**src/rtl/booth_pp_gen.sv**
```systemverilog
// Radix-4 Booth partial-product generator with a two-stage valid/ready pipeline.
// Stage S1 captures the multiplicand and the Booth digit selects.
// Stage S2 holds the partial products and the +1 negation corrections.
// Both stages share one enable, so a stalled output freezes the whole pipeline.
module booth_pp_gen #(
  parameter int MBITS = 12,
  parameter int NBITS = 8
) (
  input  logic                                   clk,
  input  logic                                   rst_n,
  input  logic                                   in_valid,
  output logic                                   in_ready,
  input  logic [MBITS-1:0]                       a_in,
  input  logic [NBITS-1:0]                       b_in,
  output logic                                   out_valid,
  input  logic                                   out_ready,
  output logic [(NBITS/2)*(MBITS+1)-1:0]         pp_bus,
  output logic [(NBITS/2)-1:0]                   neg,
  output logic                                   busy
);

  localparam int NPP = NBITS / 2;
  localparam int PPW = MBITS + 1;

  logic                 en;
  logic                 s1_valid_reg;
  logic [MBITS-1:0]     s1_a_reg;
  logic [NPP-1:0]       s1_one_reg;
  logic [NPP-1:0]       s1_two_reg;
  logic [NPP-1:0]       s1_negsel_reg;
  logic [NPP-1:0]       one_next;
  logic [NPP-1:0]       two_next;
  logic [NPP-1:0]       negsel_next;
  logic [NBITS:0]       b_ext;
  logic [PPW-1:0]       a_ext;
  logic [NPP*PPW-1:0]   pp_next;

  // The pipeline moves only when the output slot is empty or being drained.
  assign en       = !out_valid || out_ready;
  assign in_ready = en;
  assign busy     = s1_valid_reg || out_valid;

  // Implicit b[-1] = 0 appended below the LSB so every digit sees a full triplet.
  assign b_ext = {b_in, 1'b0};
  assign a_ext = {s1_a_reg[MBITS-1], s1_a_reg};

  generate
    for (genvar gi = 0; gi < NPP; gi++) begin : g_digit
      logic [2:0]     trip;
      logic [PPW-1:0] mag;

      // Digit recode: one -> |d|=1, two -> |d|=2, negsel -> d<0 (111 is a plain zero).
      assign trip            = b_ext[2*gi+2 : 2*gi];
      assign one_next[gi]    = trip[1] ^ trip[0];
      assign two_next[gi]    = (trip == 3'b011) || (trip == 3'b100);
      assign negsel_next[gi] = trip[2] & ~(trip[1] & trip[0]);

      // |d|*A in MBITS+1 bits; 2A always fits, including A = -2^(MBITS-1).
      assign mag = s1_one_reg[gi] ? a_ext :
                   (s1_two_reg[gi] ? {s1_a_reg, 1'b0} : '0);

      // Negative digits emit the one's complement; the missing +1 travels on neg.
      assign pp_next[gi*PPW +: PPW] = s1_negsel_reg[gi] ? ~mag : mag;
    end
  endgenerate

  // Stage S1: capture operand A and the recoded Booth selects.
  always_ff @(posedge clk or negedge rst_n) begin
    if (!rst_n) begin
      s1_valid_reg  <= 1'b0;
      s1_a_reg      <= '0;
      s1_one_reg    <= '0;
      s1_two_reg    <= '0;
      s1_negsel_reg <= '0;
    end else if (en) begin
      s1_valid_reg  <= in_valid;
      s1_a_reg      <= a_in;
      s1_one_reg    <= one_next;
      s1_two_reg    <= two_next;
      s1_negsel_reg <= negsel_next;
    end
  end

  // Stage S2: register the partial-product set presented to the CSA tree.
  always_ff @(posedge clk or negedge rst_n) begin
    if (!rst_n) begin
      out_valid <= 1'b0;
      pp_bus    <= '0;
      neg       <= '0;
    end else if (en) begin
      out_valid <= s1_valid_reg;
      pp_bus    <= pp_next;
      neg       <= negsel_next_q();
    end
  end

  // The S2 neg bits are simply the registered negative-digit selects from S1.
  function automatic logic [NPP-1:0] negsel_next_q();
    return s1_negsel_reg;
  endfunction

endmodule

```
**config.mk**
```make
export PLATFORM = sky130hd
export DESIGN_NAME = booth_pp_gen
export DESIGN_NICKNAME = d
export VERILOG_FILES = /design/src/rtl/booth_pp_gen.sv
export SDC_FILE = /design/constraint.sdc
export NUM_CORES = 1
export LEC_CHECK = 0
export CAP_MARGIN = 15
export CORE_UTILIZATION = 45
export DETAILED_ROUTE_END_ITERATION = 6
export GPL_TIMING_DRIVEN = 0
export PLACE_DENSITY_LB_ADDON = 0.15
export SETUP_SLACK_MARGIN = 0.3
export SLEW_MARGIN = 10
export SYNTH_ARGS = -nofsm -noshare
export SYNTH_HDL_FRONTEND = slang
export SYNTH_SLANG_ARGS = --single-unit
```
**constraint.sdc**
```tcl
create_clock -name clk -period 3.4 [get_ports clk]
set_input_delay 0.51 -clock clk [delete_from_list [all_inputs] [get_ports clk]]
set_output_delay 0.51 -clock clk [all_outputs]
set_load 0.05 [all_outputs]
```
==> impl_metrics.csv <==
group,metric,value,unit
status,status,"finished clean",
critical_path,cp.required,2.89,ns
detailed_routing,first_pass_iters,4,
clock_tree,cts_hold_buf,0,
clock_tree,clock_path_buffers,2,
critical_path,crit_fanout,10,
floorplanning,row_count,37,
floorplanning,design.core.area,10300,um2
layout,n_antenna_cell,0,
grt,grt_first_pass_wirelength,21200,um
synthesis,ys_warn_count,0,
clock_tree,cts_setup_buffers,0,
timing,finalSetupViolations,0,
layout,multiInputGateArea,2380,um2
layout,final_area,5940,um2
synthesis,muxShareOfSynthArea,0.631,%
timing,worstMarginPinSlew,0.737,ns
synthesis,synth.distinct_cells,22,
power_and_ir_drop,power_density,649,nW/um2
placement,gp_congestion,0.826,
floorplanning,ios,83,
timing,final_hold_viol_count,0,
clock_tree,clkTransAtPathRegs,0.08,ns
synthesis,synth-seq-cells,82,
critical_path,crit_chain,"clkdlybuf4s50_1, nor2b_4, buf_6, inv_2, buf_4, buf_2, dlymetal6s2s_1",
clock_tree,clock_latency,0.36,ns
synthesis,synthXorXnorAreaFrac,1.47,%
placement,port_buffers,82,
critical_path,timing.rr.start,"s1_a_reg[7]",
synthesis,synth_cells,531,
detailed_routing,wirelength,12900,um
synthesis,async_flop_share,100,%
layout,nets,655,
critical_path,cp_slowest_cell,"clkdlybuf4s50_1",
detailed_routing,drc_errors,0,
clock_tree,cts_tree,"built",
detailed_routing,drt_iter0_markers,190,
critical_path,worstPathArrival,2.13,ns
clock_tree,cts_made_buffers,9,
detailed_routing,via_count,4284,
layout,layout_common_cells,"nand2_1, dfrtp_1, clkdlybuf4s50_1",
placement,postPlaceCellArea,5780,um2
critical_path,critPathBufInv,6,
clock_tree,clock-root-buffer,"clkbuf_8",
grt,grt_overflow,0,
timing,grt_setup_unrepaired,"no",
grt,grt_max_degree,52,
power_and_ir_drop,finalPower,3.86,mW
layout,area_growth,24.8,%
synthesis,ys_seq_area_share,43.1,%
timing,skew,0.00872,ns
run,max_cap_violations,0,
detailed_routing,wire_per_inst,16.8,um
placement,dp.cells,750,
power_and_ir_drop,p_leak,2.44,nW
timing,max_slew_margin,50.9,%
clock_tree,cts_max_level,3,
timing,fin_crit_sh,77.5,%
layout,seqCellArea,2050,um2
layout,largest_reg_flops,52,
critical_path,crit_path_start,"out_ready",
synthesis,synth_compound_area_share,9.62,%
grt,grt_pass1_vias,4256,
synthesis,synth-simple-area-share,36.6,%
floorplanning,dieArea,11000,um2
critical_path,critPathLaunchType,"input pin",
synthesis,syn_avg_cell_area,8.97,um2
layout,drive_gt1_share,7.94,%
grt,grt_use_total,24.7,%
critical_path,critPathKind,"input pin to output port",
min_path,holdCritPathClass,"input pin to asynchronous set/reset pin",
timing,timing.fmax,379,MHz
floorplanning,dieHeight,105,um
timing,finalMaxSlewViolations,0,
synthesis,synth_top_family_by_area,"simple AND/OR/NAND/NOR gates",
synthesis,synth_edf_count,0,
layout,layoutNonFillerInstCount,766,
floorplanning,die_x,105,um
detailed_routing,post_drt_via_cell_ratio,5.59,
layout,nFillCells,983,
critical_path,endpoint_kind,"output port",
power_and_ir_drop,irDropWorstVdd,0.000261,V
synthesis,yosys.area_share.adder,1.58,%
critical_path,cp_top_family,"buffers and inverters",
layout,final_common_cell,"nand2_1",
floorplanning,start_util,46.3,%
synthesis,syn_area,4760,um2
grt,antenna_found_initial,0,
placement,hpwl,9000,um
timing,fin_crit,2.64,ns
clock_tree,cts_sinks,82,
critical_path,cp_slowest_stage_delay,0.50,ns
synthesis,synthFlopType,"dfrtp_1",
synthesis,synth_fp_nets,561,
detailed_routing,ant_nets,0,
-- synthesized netlist by cell type (4+ instances only) --
library cell	number	area, um2
nand2b_1	45	282
nand4_1	44	275
o21ai_0	20	100
nand3b_1	45	338
a211oi_1	44	330
inv_1	6	22.5
ha_1	6	75.1
dfrtp_1	82	2050
nand2_1	118	443
and3b_1	44	385
clkinv_1	4	15.0
buf_2	24	120
xnor2_1	8	70.1
buf_6	7	78.8
clkbuf_1	23	86.3
-- layout make-up --
class	instances	area share (%)
Sequential cell	82	34.5
Multi-Input combinational cell	383	40.0
Inverter	11	0.695
Clock inverter	3	0.253
Timing Repair Buffer	83	14.3
Clock buffer	13	2.50
Tap cell	136	2.86
Buffer	55	4.93
-- per-layer routing --
layer	GRT usage [%]	vias to the layer above	routed length [um]
li1	-	2034	-
met1	32.3	2076	5580
met2	39.7	151	5960
met3	4.05	23	883
met4	11.9	0	438
met5	0	-	0
-- path summary, 6_finish.rpt --
check	end	slack [ns]	cells after the start
min in group clk	pp_bus[0]	0.49	2
max in group asynchronous	s1_two_reg[1]	2.70	2
hold reg to reg	pp_bus[0]	0.49	2
setup / recovery	in_ready	0.76	7
hold / removal	pp_bus[27]	0.09	1
setup reg to reg	pp_bus[8]	1.72	4
-- through the flow --
stage	setup slack (ns)	setup TNS [ns]	hold WS (ns)	util, %
6_report	0.764	0	0.0901	57.8
2_1_floorplan	1.49	0	0.214	-
3_3_place_gp	-1.06	-86.49	0.465	56.0
4_1_cts	0.388	0	0.101	57.8
3_5_place_dp	0.396	0	0.469	56.2
5_1_grt	0.701	0	0.113	57.8
-- power breakdown --
part	switching [mW]	internal [mW]	total [mW]
clock network	0.355	0.283	0.639
logic	1.23	0.673	1.90
registers	0.121	1.20	1.32
-- logic make-up (layout without fill, tap and decap cells) --
group,count (synthesis),count (layout)
multiplexers,3,3
adder cells (fa/ha/maj),6,6
flip-flops,82,82
AO/OA/AOI/OAI,68,68
XOR/XNOR,8,8
buffers and inverters,66,165
AND/OR/NAND/NOR,298,298
-- worst reg2reg max path, stage by stage, from the launching register on --
cell	delay [ns]
dfrtp_1	0.33
clkbuf_1	0.56
nand3b_1	0.19
a211oi_1	0.29
and3b_1	0.21
-- timing repair --
action | CTS | global route
setup endpoints to repair | 0 | 1
gates resized for setup | 0 | 1
hold endpoints to repair | 0 | 0
No activity file was read; power rests on OpenSTA's default activity.
